`src/rtl/coherency_watch_ctrl.sv`:
```
// Coherency watch controller: arms a batch of consecutive cache lines, snoops
// invalidations, waits out a (optionally exponential) backoff, then notifies.
//
// state     | meaning
// S_IDLE    | ready for a new batch, no lines armed
// S_ARMED   | lines armed, waiting for the first matching invalidation
// S_BACKOFF | counting down the backoff window; matches reload the counter
// S_NOTIFY  | notification pending, mask frozen until handshake
module coherency_watch_ctrl #(
  parameter int LINE_NUM      = 4,
  parameter int ADDR_WIDTH    = 40,
  parameter int LINE_OFFSET   = 6,
  parameter int BACKOFF_WIDTH = 16,
  parameter int SIZE_W        = $clog2(LINE_NUM) + 1
) (
  input  logic                     clk_i,
  input  logic                     rst_i,
  input  logic                     watch_valid_i,
  output logic                     watch_ready_o,
  input  logic [ADDR_WIDTH-1:0]    watch_base_i,
  input  logic [SIZE_W-1:0]        watch_size_i,
  input  logic [BACKOFF_WIDTH-1:0] backoff_i,
  input  logic                     exp_mode_i,
  input  logic                     cancel_i,
  input  logic                     inv_valid_i,
  input  logic [ADDR_WIDTH-1:0]    inv_addr_i,
  output logic                     notify_valid_o,
  input  logic                     notify_ready_i,
  output logic [LINE_NUM-1:0]      notify_mask_o,
  output logic                     busy_o
);

  localparam int LINE_W = ADDR_WIDTH - LINE_OFFSET;

  typedef enum logic [1:0] {
    S_IDLE    = 2'd0,
    S_ARMED   = 2'd1,
    S_BACKOFF = 2'd2,
    S_NOTIFY  = 2'd3
  } state_t;

  state_t                   state_q, state_d;
  logic [LINE_W-1:0]        base_line_q, base_line_d;
  logic [LINE_NUM-1:0]      valid_q, valid_d;
  logic [LINE_NUM-1:0]      mask_q, mask_d;
  logic [BACKOFF_WIDTH-1:0] cnt_q, cnt_d;
  logic [BACKOFF_WIDTH-1:0] cur_q, cur_d;
  logic [BACKOFF_WIDTH-1:0] base_bo_q, base_bo_d;
  logic                     exp_q, exp_d;

  logic [LINE_NUM-1:0]      hit_vec;
  logic                     any_hit;
  logic [BACKOFF_WIDTH-1:0] cur_grow;
  logic [LINE_W-1:0]        inv_line;

  // Sub-line offset bits never participate in matching.
  logic unused_offset_bits;
  assign unused_offset_bits = ^{watch_base_i[LINE_OFFSET-1:0], inv_addr_i[LINE_OFFSET-1:0]};

  assign inv_line = inv_addr_i[ADDR_WIDTH-1:LINE_OFFSET];

  // Entry addresses wrap modulo the line address space.
  always_comb begin
    hit_vec = '0;
    for (int i = 0; i < LINE_NUM; i++) begin
      hit_vec[i] = inv_valid_i && valid_q[i] && (inv_line == base_line_q + LINE_W'(i));
    end
  end

  assign any_hit = |hit_vec;

  always_comb begin
    if (cur_q == '0)                     cur_grow = BACKOFF_WIDTH'(1);
    else if (cur_q[BACKOFF_WIDTH-1])     cur_grow = '1;
    else                                 cur_grow = {cur_q[BACKOFF_WIDTH-2:0], 1'b0};
  end

  always_comb begin
    state_d     = state_q;
    base_line_d = base_line_q;
    valid_d     = valid_q;
    mask_d      = mask_q;
    cnt_d       = cnt_q;
    cur_d       = cur_q;
    base_bo_d   = base_bo_q;
    exp_d       = exp_q;
    case (state_q)
      S_IDLE: begin
        if (watch_valid_i && (watch_size_i != '0)) begin
          base_line_d = watch_base_i[ADDR_WIDTH-1:LINE_OFFSET];
          exp_d       = exp_mode_i;
          cur_d       = backoff_i;
          base_bo_d   = backoff_i;
          mask_d      = '0;
          for (int i = 0; i < LINE_NUM; i++) begin
            valid_d[i] = (SIZE_W'(i) < watch_size_i);
          end
          state_d = S_ARMED;
        end
      end
      S_ARMED: begin
        if (cancel_i) begin
          valid_d = '0;
          mask_d  = '0;
          state_d = S_IDLE;
        end else if (any_hit) begin
          mask_d  = mask_q | hit_vec;
          cnt_d   = cur_q;
          state_d = S_BACKOFF;
        end
      end
      S_BACKOFF: begin
        if (cancel_i) begin
          valid_d = '0;
          mask_d  = '0;
          state_d = S_IDLE;
        end else if (any_hit) begin
          mask_d = mask_q | hit_vec;
          if (exp_q) begin
            cur_d = cur_grow;
            cnt_d = cur_grow;
          end else begin
            cnt_d = cur_q;
          end
        end else if (cnt_q == '0) begin
          state_d = S_NOTIFY;
        end else begin
          cnt_d = cnt_q - BACKOFF_WIDTH'(1);
        end
      end
      S_NOTIFY: begin
        if (notify_ready_i) begin
          valid_d = '0;
          mask_d  = '0;
          cur_d   = base_bo_q;
          state_d = S_IDLE;
        end
      end
      default: state_d = S_IDLE;
    endcase
  end

  always_ff @(posedge clk_i) begin
    if (rst_i) begin
      state_q     <= S_IDLE;
      base_line_q <= '0;
      valid_q     <= '0;
      mask_q      <= '0;
      cnt_q       <= '0;
      cur_q       <= '0;
      base_bo_q   <= '0;
      exp_q       <= 1'b0;
    end else begin
      state_q     <= state_d;
      base_line_q <= base_line_d;
      valid_q     <= valid_d;
      mask_q      <= mask_d;
      cnt_q       <= cnt_d;
      cur_q       <= cur_d;
      base_bo_q   <= base_bo_d;
      exp_q       <= exp_d;
    end
  end

  assign watch_ready_o  = (state_q == S_IDLE);
  assign busy_o         = (state_q != S_IDLE);
  assign notify_valid_o = (state_q == S_NOTIFY);
  assign notify_mask_o  = mask_q;

endmodule

```
`config.mk`:
```
export PLATFORM = sky130hd
export DESIGN_NAME = coherency_watch_ctrl
export DESIGN_NICKNAME = d
export VERILOG_FILES = /design/src/rtl/coherency_watch_ctrl.sv
export SDC_FILE = /design/constraint.sdc
export NUM_CORES = 1
export LEC_CHECK = 0
export BUFFER_PORTS_ARGS = -buffer_cell sky130_fd_sc_hd__buf_4
export CAP_MARGIN = 20
export CORE_ASPECT_RATIO = 0.7
export CORE_MARGIN = 2
export CORE_UTILIZATION = 53
export DETAILED_ROUTE_END_ITERATION = 8
export GPL_ROUTABILITY_DRIVEN = 0
export GPL_TIMING_DRIVEN = 0
export PLACE_DENSITY = 0.78
export SLEW_MARGIN = 20
export SYNTH_ARGS = -nofsm -noshare
export SYNTH_HDL_FRONTEND = slang
export SYNTH_SLANG_ARGS = --single-unit
export TNS_END_PERCENT = 30
```
`constraint.sdc`:
```
create_clock -name clk_i -period 3.28 [get_ports clk_i]
set_input_delay 0.656 -clock clk_i [delete_from_list [all_inputs] [get_ports clk_i]]
set_output_delay 0.656 -clock clk_i [all_outputs]
set_load 0.1 [all_outputs]
```
# Word level (Yosys, flattened, before mapping)
# Cells that the tools add are included.
# word_totals
n_memories,0
ff_bits,93
input_bits,106
output_inout_bits,7
rom_bits,0
ramBits,0
latch_bits,0
# op_classes
n_bitwise,1
n_div,0
n_mul,0
magnitude_cmp,4
n_eq_ne,19
mux,30
n_reduce_logical,24
addsub,4
shifts,0
# op_table
op,count
$mux 16,12
$eq 34x34->1,4
$add 34x2->34 const B,2
$pmux 16 s3,1
$add 34x1->34 const B,1
$logic_not 16->1,2
$pmux 16 s2,1
$mux 4,6
$pmux 4 s3,2
$sub 16x1->16 const B,1
$reduce_and 5->1,3
$mux 2,7
$ne 3x3->1 const B,4
$logic_and 1x1->1,9
$ne 2x2->1 const B,4
$pmux 2 s4,1
$lt 1x3->1 const A,2
$lt 2x3->1 const A,2
$ne 2x1->1 const B,3
$reduce_and 3->1,2
$reduce_bool 3->1,2
$eq 2x2->1 const B,2
$or 4x4->4,1
$reduce_bool 2->1,2
other kinds (6),6

# Logic depth before layout (Yosys ltp)
# logic_depth
ltp_word,7
mapped_depth,16
mapped_depth_nobuf,12

# Worst setup path after synthesis
# Ideal clock, no wire load.
# synth_timing
path_kind,register to register
from,register base_line_q[0]
to,register cur_q[11]
synth_period_minus_slack_ns,3.633
slack_ns,-0.353
arrival_time_ns,3.493
stages_incl_launch_ff,16
setup_ns,0.141
required_time_ns,3.139
path_cell_list,dfxtp_1 > clkbuf_1 > inv_1 > ha_1 > nand3b_1 > nor4_1 > nand3b_1 > a211o_1 > a2111oi_0 > and4_1 > a2111oi_4 > o22ai_2 > and2_1 > buf_2 > buf_6 > a311oi_2
# synth_via
elab_chain_len,6
word_cells_on_any_way,14
cone_classes,add/sub: 3; eq/ne: 5; reduce/logical: 6
# synth_rtl
element,line,rtl
from (decl),43,"logic [LINE_W-1:0] base_line_q, base_line_d;"
from (signal assigned),155,base_line_q <= base_line_d;
$add 34x1->34 or $add 34x2->34 (tied branches),66,hit_vec[i] = inv_valid_i && valid_q[i] && (inv_line == base_line_q + LINE_W'(i));
$eq 34x34->1,66,
$logic_and 1x1->1,66,
$reduce_or 4->1 (*),70,assign any_hit = |hit_vec;
$ne 2x2->1 (no source line) (*),--,
$reduce_and 5->1 (no source line) (*),--,
to (signal assigned),159,cur_q <= cur_d;
to (decl),47,"logic [BACKOFF_WIDTH-1:0] cur_q, cur_d;"
# Mark *: on every way between the ends. The rest lies on a longest branch, timed or not.
# A chain may end at the register's enable or synchronous reset.

# Worst setup path after layout
# layout_timing
from,register base_line_q[8]
to,register cur_q[5]
# Same word-level chain as after synthesis.

==> results_dict.tcl <==
set metrics [dict create \
    start_util_pct 54.7 \
    drt_iter0_markers 1892 \
    leakage_nw 3.94 \
    hold_buffers 0 \
    place_area_um2 8770 \
    row_count 36 \
    skew_ns 0.0162 \
    vias_per_cell 7.00 \
    synth.avg_cell_area_um2 7.26 \
    grt_pass1_vias 8669 \
    vdd_drop_max_v 0.000325 \
    cp_data_arrival_time_ns 4.08 \
    grt_max_degree 19 \
    critPathMaxStageDelay_ns 0.60 \
    vias 9982 \
    fp.dieH_um 105 \
    root_buffer "clkbuf_16" \
    cts_tree "built" \
    fin_area_um2 10500 \
    finalHoldViolCount 0 \
    worst_slew_pin_slew_ns 0.908 \
    setup_ws_ns -0.563 \
    clk_latency_ns 0.36 \
    synth_top_family_by_area "simple AND/OR/NAND/NOR gates" \
    start_kind "flop" \
    crit_type "reg -> reg" \
    max_cap_violations 0 \
    critPathCaptureType "flop" \
    ys_seq_elements 93 \
    holdWs_ns 0.458 \
    finalSetupTns_ns -14.53 \
    ys_warn_count 0 \
    antenna_found_initial 0 \
    pwr_density_cell_nw_per_um2 405 \
    grt_use_total_pct 39.0 \
    async_reset_ff_share_pct 0 \
    io_pins 113 \
    synth.top_cell.area_share_pct 24.3 \
    cp_max_fo 6 \
    yosys.cell_count.top_type "nand2_1" \
    clock_path_buffers 2 \
    drive_gt1_share_pct 28.6 \
    finalCritPeriodShare_pct 117 \
    path_cells "buf_6, nand4_1, or4_4, buf_6, xnor2_2, a41o_1, nand4_1, buf_4, nor4_4, a2111oi_4, buf_4, o22ai_4, buf_6, buf_6, a21oi_1, a311oi_1" \
    netlist_area_um2 7660 \
    dieArea_um2 15500 \
    failed_checks "DRC, setup timing" \
    critPathBufInv 6 \
    period_needed_ns 3.84 \
    final_nets 1346 \
    crit_family "simple AND/OR/NAND/NOR gates" \
    grt_pass1_wl_mm 47.2 \
    diodes 0 \
    synthAdderAreaFrac_pct 1.47 \
    synthSimpleGateAreaFrac_pct 31.8 \
    syn_inst 1055 \
    grt-ovfl-total 0 \
    nFillCells 1032 \
    worst_ep_required_time_ns 3.52 \
    synth_area_leader_cell "dfxtp_1" \
    htreeDepth 3 \
    synth-edff-count 0 \
    synth_compound_area_share_pct 27.0 \
    routedWlPerCell_um 22.9 \
    setup_viol 34 \
    dr.pass1.iters 9 \
    slowest_stage "or4_4" \
    hold_class "reg -> reg" \
    clock_sinks 93 \
    relSlewSlack_pct 39.1 \
    synth_ff_type "dfxtp_1" \
    rsz0062_at_grt "true" \
    outcome "complete, but fails checks" \
    yosysSeqAreaShare_pct 24.3 \
    yosysUniqueCellTypes 82 \
    cpMostUsedCell "buf_6" \
    portBuffers 97 \
    clkTransAtPathRegs_ns 0.08 \
    synth_xor_area_share_pct 9.01 \
    max_freq_ghz 0.260 \
    routed_wl_mm 32.6 \
    synth_area_leaders "dfxtp_1 24%, a21oi_1 8.7%, nand2_1 7.8%" \
    slew_viol_final 0 \
    cts_buffers 9 \
    synth_common_cells "159 x nand2_1, 133 x a21oi_1, 93 x dfxtp_1" \
    antenna_left 0 \
    ff_latch_area_um2 1890 \
    core_um2 14000 \
    multi_input_area_um2 6090 \
    synth.net_count 1170 \
    utilization_pct 74.6 \
    die_w_um 148 \
    area_delta_synth_final_pct 36.4 \
    drc 64 \
    dp_hpwl_mm 21.9 \
    synthMuxAreaShare_pct 1.18 \
]
final timing paths:
path | end | slack, ns | cells after the start | start
worst max-delay path | cur_q[5] | -0.56 | 16 | base_line_q[8]
worst min-delay path | base_bo_q[14] | 0.46 | 2 | base_bo_q[14]
worst max register to register | cur_q[5] | -0.56 | 16 | base_line_q[8]
worst min register to register | base_bo_q[14] | 0.46 | 2 | base_bo_q[14]
cell families (layout without fill, tap and decap cells):
logic type / count (synthesis) / in the layout
and+or+nand+nor: 458 / 458
AOI/OAI and AO/OA: 309 / 309
buffers and inverters: 99 / 280
DFF: 93 / 93
xor gates and xnor gates: 78 / 78
adders and majority gates: 9 / 9
muxes: 9 / 9
through the flow:
stage	setup slack (ns)	cells	total power, mW
after detailed placement	-1.14	1342	2.78
after floorplan	-0.0808	1055	2.34
after CTS	-0.334	1406	4.00
after global routing	-0.627	1426	4.38
final	-0.563	1426	4.23
after global placement	-1.05	1342	2.76
layer usage:
metal	vias up	GRT usage, %	share of wire [%]
met4	6	12.6	4.5
met2	913	49.1	37
met3	207	21.3	19
met1	4549	54.9	39
met5	-	3.33	0.51
li1	4307	-	-
power by group:
| part | total (mW) | switching (mW) | internal, mW |
|---|---|---|---|
| combinational | 1.73 | 1.05 | 0.680 |
| sequential | 1.42 | 0.173 | 1.25 |
| clock | 1.08 | 0.543 | 0.537 |
what timing repair did:
item / 4_1_cts / 5_1_grt
pin swaps: 48 / 39
setup buffers: 56 / 22
endpoints found under the hold margin: 0 / 0
cloned: 1 / 1
resized for setup: 124 / 74
setup endpoints to repair: 37 / 34
registers in the layout, indices dropped and copies added, names as in the netlist:
name,count
base_bo_q,16
state_q,2
notify_mask_o,4
cur_q,16
cnt_q,16
exp_q,1
valid_q,4
base_line_q,34
tightest hold or removal path, delay by kind of cell (launching register included):
family           cells  cell delay [ns]
AO/OA/AOI/OAI        1             0.05
flip-flops           1             0.31
AND/OR/NAND/NOR      1             0.05
layout by cell type (no fill, tap or decap), types with 8 or more instances in the layout:
cell	synthesis	routed
buf_4	1	164
nand2_1	159	156
a21oi_1	133	117
dfxtp_1	93	75
nor2_1	46	44
xnor2_1	47	42
nand4_1	41	41
clkbuf_1	54	38
nor3_1	43	30
xor2_1	30	28
o21ai_0	39	26
buf_6	1	21
inv_1	18	18
nand3_1	21	18
nor3b_1	18	18
and4_1	16	15
dfxtp_2	0	15
nor4_1	28	14
nand2b_1	13	13
nor4_4	1	13
o21ai_1	0	13
and3_1	13	12
or3_1	13	12
o221ai_1	12	12
a31oi_1	11	11
a21oi_2	0	11
nor3_2	0	10
a211oi_1	13	10
clkbuf_16	0	10
or4_1	12	9
a311oi_2	8	9
a21o_1	8	8
mux2i_1	9	8
area by class of cell:
cell class,instances,share of cell area (%)
Clock buffer,9,2.16
Clock inverter,7,0.670
Inverter,19,0.682
Timing Repair Buffer,177,13.8
Buffer,68,3.99
Sequential cell,93,18.1
Multi-Input combinational cell,863,58.3
Tap cell,190,2.27
Note: power is estimated with default switching activity, not from simulation.
